### src/rtl/cdb_arbiter.sv
// Common data bus arbiter: ALU results have priority, MEM results are queued and
// force a grant once the queue head has waited STARVE_LIMIT cycles.
module cdb_arbiter #(
  parameter int FIFO_DEPTH   = 4,
  parameter int STARVE_LIMIT = 3
) (
  input  logic         clk,
  input  logic         rst,
  input  logic         RegWrite_ALU_CDB,
  input  logic [2:0]   WarpID_ALU_CDB,
  input  logic [4:0]   Dst_ALU_CDB,
  input  logic [255:0] Dst_Data_ALU_CDB,
  input  logic [31:0]  Instr_ALU_CDB,
  input  logic [7:0]   ActiveMask_ALU_CDB,
  output logic         Stall_CDB_ALU,
  input  logic         RegWrite_MEM_CDB,
  input  logic [2:0]   WarpID_MEM_CDB,
  input  logic [4:0]   Dst_MEM_CDB,
  input  logic [255:0] Dst_Data_MEM_CDB,
  input  logic [31:0]  Instr_MEM_CDB,
  input  logic [7:0]   ActiveMask_MEM_CDB,
  output logic         Ready_CDB_MEM,
  output logic         RegWrite_CDB_RAU,
  output logic [2:0]   HWWarp_CDB_RAU,
  output logic [4:0]   WriteAddr_CDB_RAU,
  output logic [255:0] Data_CDB_RAU,
  output logic [31:0]  Instr_CDB_RAU,
  output logic [7:0]   ActiveMask_CDB_RAU
);

  localparam int PTR_W = (FIFO_DEPTH > 1) ? $clog2(FIFO_DEPTH) : 1;
  localparam int CNT_W = PTR_W + 1;
  localparam int AGE_W = ($clog2(STARVE_LIMIT + 1) > 2) ? $clog2(STARVE_LIMIT + 1) : 2;
  localparam int PAY_W = 3 + 5 + 256 + 32 + 8;

  typedef enum logic {
    ALU_PRI   = 1'b0,
    MEM_FORCE = 1'b1
  } state_t;

  state_t             state;
  state_t             state_next;
  logic [PAY_W-1:0]   fifo_mem [FIFO_DEPTH];
  logic [PTR_W-1:0]   wr_ptr;
  logic [PTR_W-1:0]   rd_ptr;
  logic [CNT_W-1:0]   count;
  logic [AGE_W-1:0]   age;
  logic               fifo_nonempty;
  logic               push;
  logic               pop;
  logic               grant_alu;
  logic               grant_mem;
  logic [PAY_W-1:0]   alu_pay_p0;
  logic [PAY_W-1:0]   mem_pay_p0;
  logic               wb_vld_p1;
  logic [PAY_W-1:0]   wb_pay_p1;

  assign alu_pay_p0 = {WarpID_ALU_CDB, Dst_ALU_CDB, Dst_Data_ALU_CDB,
                       Instr_ALU_CDB, ActiveMask_ALU_CDB};
  assign mem_pay_p0 = {WarpID_MEM_CDB, Dst_MEM_CDB, Dst_Data_MEM_CDB,
                       Instr_MEM_CDB, ActiveMask_MEM_CDB};

  assign fifo_nonempty = (count != '0);
  // Ready looks only at the registered count so it never waits on a same-cycle pop.
  assign Ready_CDB_MEM = (count != CNT_W'(FIFO_DEPTH));
  assign push          = RegWrite_MEM_CDB && Ready_CDB_MEM;
  assign pop           = grant_mem;

  always_comb begin
    state_next    = state;
    Stall_CDB_ALU = 1'b0;
    grant_alu     = 1'b0;
    grant_mem     = 1'b0;
    case (state)
      ALU_PRI: begin
        if (RegWrite_ALU_CDB) begin
          grant_alu = 1'b1;
          // Head loses this cycle; switch when its age is about to hit the limit.
          if (fifo_nonempty && (age == AGE_W'(STARVE_LIMIT - 1)))
            state_next = MEM_FORCE;
        end else if (fifo_nonempty) begin
          grant_mem = 1'b1;
        end
      end
      MEM_FORCE: begin
        Stall_CDB_ALU = 1'b1;
        grant_mem     = fifo_nonempty;
        state_next    = ALU_PRI;
      end
      default: state_next = ALU_PRI;
    endcase
  end

  always_ff @(posedge clk or posedge rst) begin
    if (rst) state <= ALU_PRI;
    else     state <= state_next;
  end

  always_ff @(posedge clk or posedge rst) begin
    if (rst)
      age <= '0;
    else if (pop || !fifo_nonempty)
      age <= '0;
    else
      age <= age + AGE_W'(1);
  end

  always_ff @(posedge clk or posedge rst) begin
    if (rst) begin
      wr_ptr <= '0;
      rd_ptr <= '0;
      count  <= '0;
    end else begin
      if (push) wr_ptr <= wr_ptr + PTR_W'(1);
      if (pop)  rd_ptr <= rd_ptr + PTR_W'(1);
      case ({push, pop})
        2'b10:   count <= count + CNT_W'(1);
        2'b01:   count <= count - CNT_W'(1);
        default: count <= count;
      endcase
    end
  end

  always_ff @(posedge clk) begin
    if (push) fifo_mem[wr_ptr] <= mem_pay_p0;
  end

  // ---- stage p0 -> p1: granted payload into the RAU writeback register ----
  always_ff @(posedge clk or posedge rst) begin
    if (rst) begin
      wb_vld_p1 <= 1'b0;
      wb_pay_p1 <= '0;
    end else if (grant_alu) begin
      wb_vld_p1 <= 1'b1;
      wb_pay_p1 <= alu_pay_p0;
    end else if (grant_mem) begin
      wb_vld_p1 <= 1'b1;
      wb_pay_p1 <= fifo_mem[rd_ptr];
    end else begin
      wb_vld_p1 <= 1'b0;
      wb_pay_p1 <= '0;
    end
  end

  assign RegWrite_CDB_RAU = wb_vld_p1;
  assign {HWWarp_CDB_RAU, WriteAddr_CDB_RAU, Data_CDB_RAU,
          Instr_CDB_RAU, ActiveMask_CDB_RAU} = wb_pay_p1;

endmodule

### config.mk
export PLATFORM = sky130hd
export DESIGN_NAME = cdb_arbiter
export DESIGN_NICKNAME = d
export VERILOG_FILES = /design/src/rtl/cdb_arbiter.sv
export SDC_FILE = /design/constraint.sdc
export NUM_CORES = 2
export LEC_CHECK = 0
export BUFFER_PORTS_ARGS = -buffer_cell sky130_fd_sc_hd__buf_4
export CORE_AREA = 2 2 359 361
export CTS_CLUSTER_DIAMETER = 40
export DETAILED_ROUTE_END_ITERATION = 7
export DIE_AREA = 0 0 361 363
export HOLD_SLACK_MARGIN = 0.15
export PLACE_DENSITY = 0.6
export SYNTH_ARGS = -nofsm -noshare
export SYNTH_HDL_FRONTEND = slang
export SYNTH_SLANG_ARGS = --single-unit
### constraint.sdc
create_clock -name clk -period 14.7 [get_ports clk]
set_input_delay 1.47 -clock clk [delete_from_list [all_inputs] [get_ports clk]]
set_output_delay 1.47 -clock clk [all_outputs]
set_load 0.01 [all_outputs]
Word-level counts from Yosys, hierarchy flattened
Memories as Yosys holds them, arrays and structs flattened. Cells that the tools add are included.

Logic and storage cells: 41. Bits of input ports: 612. Memories kept: 1. Output and inout bits: 307. RAM bits: 1216. Bits in registers: 315.

Bitwise logic cells: 1. Reduce and logical (&&, ||, !) cells: 6. Eq/ne operators: 4. Muxes and demuxes: 17. Add/sub/neg operators: 5.

Memory list: fifo_mem (depth 4, bits a word 304, read ports 1, clocked after memory_dff 0, write ports 1, RTL line 43) `logic [PAY_W-1:0] fifo_mem [FIFO_DEPTH];`.

Operators with widths (number): $mux W304 (2); $mux W1 (11); $add A2 B1 Y2 const B (3); $pmux W3 S2 (1); $eq A2 B2 Y1 const B (2); $pmux W1 S2 (2); $add A3 B1 Y3 const B (1); $ne A3 B3 Y1 const B (1); $reduce_bool A3 Y1 (1); $sub A3 B1 Y3 const B (1); $eq A2 B1 Y1 const B (1); $logic_and A1 B1 Y1 (2); $mux W2 (1); $reduce_bool A2 Y1 (1); $logic_not A1 Y1 (1); $logic_or A1 B1 Y1 (1); $not A1 Y1 (1).

Longest topological paths before layout
Word-level depth: 6. Depth in mapped cells: 10.

Worst setup path after synthesis
No wires, ideal clock.

Kind: input port to flip-flop. Start point: in RegWrite_MEM_CDB. End point: mem fifo_mem[0][0] (netlist name) (enable). Stages: 1. Buffers on the path: 0. Slack: 5.590 ns. Arrival time: 8.402 ns. Cells stage by stage: and3_1.

Word-level cells in the longest chain between the ends: 3.

RTL lines: start: declaration (RTL line 16) `input logic RegWrite_MEM_CDB,`; $logic_and A1 B1 Y1 (RTL line 66) `assign push = RegWrite_MEM_CDB && Ready_CDB_MEM;`; $mux W1 (RTL line 125) `if (push) fifo_mem[wr_ptr] <= mem_pay_p0;`; $mux W1 (implied by the code) (RTL line 125); end: declaration (RTL line 43).

No other way between the ends.

Final worst setup path
Start point: reg rd_ptr[0]. End point: reg wb_pay_p1[148].

Word-level cells in the longest chain between the ends: 3.

RTL lines: start: declaration (RTL line 45) `logic [PTR_W-1:0] rd_ptr;`; start signal: assignment (RTL line 115) `if (pop) rd_ptr <= rd_ptr + PTR_W'(1);`; $mem_v2 Z4 W304; $mux W304 (RTL line 136) `end else if (grant_mem) begin`; $mux W304 (RTL line 133) `end else if (grant_alu) begin`; end signal: assignment (RTL line 135) `wb_pay_p1 <= alu_pay_p0;`; end signal: assignment (RTL line 138) `wb_pay_p1 <= fifo_mem[rd_ptr];`; end: declaration (RTL line 56) `logic [PAY_W-1:0] wb_pay_p1;`.

No other way between the ends. A chain may end at the register's enable or synchronous reset.

==> metrics.md <==
| Metric | Value |
|---|---|
| Post-CTS Hold Fix Bufs | `0` |
| CP arrival | `5.39 ns` |
| Port Buffers | `about 900` |
| Yosys top cell by area | `edfxtp_1` |
| Placed inst area | `63500 µm²` |
| RSZ-0062 raised after global routing | `no` |
| CTS H-tree depth | `4` |
| DR iter-0 viols | `2009` |
| CP required | `15.37 ns` |
| Largest net degree at the start of global routing | `142` |
| Setup TNS | `0 ns` |
| Clk root buf | `clkbuf_16` |
| Post-DRT Antenna Nets | `0` |
| IO Pins | `roughly 920` |
| TritonRoute pass-1 iters | `5` |
| Worst Hold Slack | `about 0.45 ns` |
| Worst hold path type | `register to register` |
| NumNets Final | `about 3900` |
| Die Y | `between 300 and 400 µm` |
| Worst setup EP type | `register` |
| Vias post-DR | `about 27000` |
| Die width | `361 µm` |
| Clock transition at path regs | `0.06 ns` |
| Setup violators final | `0` |
| Period minus WS final | `roughly 4.7 ns` |
| Num CTS Buffers | `180` |
| Cell count after synthesis | `2315` |
| Total Wirelength | `136 mm` |
| Synth Area per Inst | `~24 µm²` |
| Fillers | `9749` |
| Top_reg_cell synth | `edfxtp_1` |
| EDFF count, synth | `roughly 1200` |
| Combinational fraction of design power | `25.5%` |
| Slew @ Worst Pin | `1.15 ns` |
| Finished Cell Area | `69700 µm²` |
| Post CTS Setup Buffer Count | `0` |
| Clock Tree Buf Depth | `3` |
| Std-Cell Rows | `131` |
| FF+latch count, synth | `1531` |
| Vias/cell | `between 5 and 6` |
| Layout cells sized above 1 | `a little under half` |
| First-pass GRT wire length | `between 150 and 200 mm` |
| Final Hold Viols | `0` |
| Run status | `completed` |
| HPWL Detailed | `88.8 mm` |
| WS Path Type | `register to register` |
| Initial Util | `43.3%` |
| Lkg Pwr | `25.9 nW` |
| TritonCTS clock tree | `yes` |
| Worst path slowest cell | `dfrtp_4` |
| Die ar. | `roughly 130000 µm²` |
| Maxcap violations | `0` |
| Distinct cells, synth | `25` |
| Grt total ovfl | `0` |
| Relative slew slack | `23.6%` |
| Fmax | `212 MHz` |
| Sw Share | `28.6%` |
| Synthesized area | `roughly 55000 µm²` |
| Peak supply drop | `0.133 mV` |
| Ys async rst share | `20.6%` |
| Final Skew | `0.0422 ns` |
| Sequential fraction of the synthesis area | `80.7%` |
| Final worst-path cycle share | `about a third` |
| Storage cell area | `44400 µm²` |
| Sequential Power Share | `43.4%` |
| Post-route DRC violation count | `0` |
| Layout area overhead | `26.7%` |
| Largest cells by area after synthesis | `edfxtp_1 66%, dfrtp_1 14%, mux4_2 12%` |
| Critical path fanouts, max | `49` |
| Final Slew Violations | `0` |
| Syn Nets | `between 2000 and 3000` |
| Crit path launch type | `register` |
| Worst-skew pair later-pin latency | `between 0.7 and 0.8 ns` |
| Number of global-route vias before repair | `29357` |
| Switching power | `4.06 mW` |
| Synth top area share | `66.4%` |
| Max stage delay on crit path | `between 1 and 1.5 ns` |
| All-Layer GR Usage | `20.6%` |
| Drt wl/cell | `26.5 µm` |
| Number of gates resized after cts | `0` |
| Most used cell, CP | `buf_4` |
| Pwr dens | `slightly above 200 nW/µm²` |
| Clock Sinks | `roughly 1500` |
| Area occupied by multi-input gates | `9810 µm²` |
| P_int | `10.1 mW` |
| Initial antenna violation count | `27` |
| Area of the core | `127000 µm²` |
| Cells along the critical path | `buf_4 -> buf_4 -> buf_4 -> mux4_2 -> a22o_1` |
| GPL Wtd Cong | `~0.85` |
| Total number of yosys warnings | `0` |
| Clock power share | `31.1%` |
==> cells in the final DEF, fill, tap and decap left out, types with 2 or more instances in the layout <==
| master | instances |
|---|---|
| a22o_1 | 304 |
| dfrtp_1 | 313 |
| buf_12 | 3 |
| clkbuf_8 | 14 |
| dfrtp_4 | 2 |
| nand2_1 | 2 |
| inv_1 | 7 |
| ha_1 | 6 |
| inv_6 | 16 |
| mux4_2 | 304 |
| nor2_1 | 3 |
| clkinv_4 | 10 |
| diode_2 | 16 |
| xor2_1 | 3 |
| clkinv_2 | 30 |
| clkinv_16 | 4 |
| clkbuf_16 | 188 |
| edfxtp_1 | 1216 |
| inv_4 | 2 |
| clkinv_8 | 3 |
| bufinv_16 | 10 |
| clkinv_1 | 19 |
| inv_8 | 6 |
| buf_4 | 950 |
| and3_4 | 4 |
| clkinvlp_4 | 16 |
| xnor2_1 | 3 |
| clkbuf_1 | 21 |
==> path summary, 6_finish.rpt <==
kind                       startpoint             end  slack (ns)  cells after the start
min in group asynchronous         rst  wb_pay_p1[144]        0.88                      2
setup reg to reg            rd_ptr[0]  wb_pay_p1[148]        9.98                      5
setup / recovery            rd_ptr[0]  wb_pay_p1[148]        9.98                      5
hold / removal                 age[0]          age[0]        0.45                      1
max in group asynchronous         rst       rd_ptr[0]       11.34                      4
hold reg to reg                age[0]          age[0]        0.45                      1
==> cell type report <==
cell class              instances  share of cell area (%)
flip-flops and latches       1531                    63.7
multi-input cells             641                    14.1
repair buffers                953                    10.3
clock buffers                 223                    7.14
well taps                    1662                    2.98
clock inverters               116                    1.62
diodes                         16                  0.0575
inverters                       8                  0.0539
==> synthesized netlist by cell type (3+ instances only) <==
master,n
a22o_1,304
and3_1,5
buf_2,64
buf_6,28
clkbuf_1,43
dfrtp_1,315
edfxtp_1,1216
ha_1,6
inv_1,8
mux4_2,304
nor2_1,3
xnor2_1,3
xor2_1,3
==> sequential cells by signal, summed over array words and instances (netlist names) <==
signal and flops:
fifo_mem 1216, wb_pay_p1 304, count 3, age 2, rd_ptr 2, wr_ptr 2, RegWrite_CDB_RAU 1, state 1
==> per-stage QoR <==
step	std cells	total power [mW]	setup WS, ns	utilization [%]
after detailed placement	4795	9.99	9.47	50.0
after CTS	5134	14.4	9.73	54.8
after global routing	5146	14.8	9.39	54.8
after global placement	4795	9.91	9.49	50.0
after floorplan	2315	8.61	4.52	-
final	5150	14.2	9.98	54.8
==> routing by layer <==
metal  up-vias  global-route usage [%]  share of wire (%)
li1      11817                       -                  -
met1     14521                    24.5                 37
met2       923                    36.0                 53
met3       193                    5.60                6.8
met4        22                    7.29                2.4
met5         -                       0               0.10
==> power groups by stage <==
stage | registers, mW | clock network [mW] | logic [mW]
6_report | 6.18 | 4.41 | 3.62
5_1_grt | 6.26 | 4.69 | 3.87
4_1_cts | 6.19 | 4.50 | 3.73
3_5_place_dp | 6.27 | 0 | 3.72
3_3_place_gp | 6.22 | 0 | 3.70
2_1_floorplan | 6.50 | 0 | 2.11
==> cells by family (layout without fill, tap and decap cells) <==
| group | Yosys count | count (layout) | share of synthesized area, % |
|---|---|---|---|
| flops | 1531 | 1531 | 80.7 |
| mux | 306 | 306 | 12.5 |
| compound gates | 304 | 304 | 4.84 |
| buf+inv | 143 | 1300 | 1.50 |
| simple gates | 18 | 18 | 0.182 |
| fa+ha+maj | 7 | 7 | 0.173 |
| xor+xnor | 6 | 6 | 0.0956 |
| other cells | 0 | 16 | 0 |
==> worst max-delay path: cells and delay by family (launching register included) <==
family                 cells  cell delay (ns)
flip-flops                 1             1.04
buffers and inverters      3             2.54
AO/OA/AOI/OAI              1             0.22
multiplexers               1             0.62
Note: power is estimated with default switching activity, not from simulation.
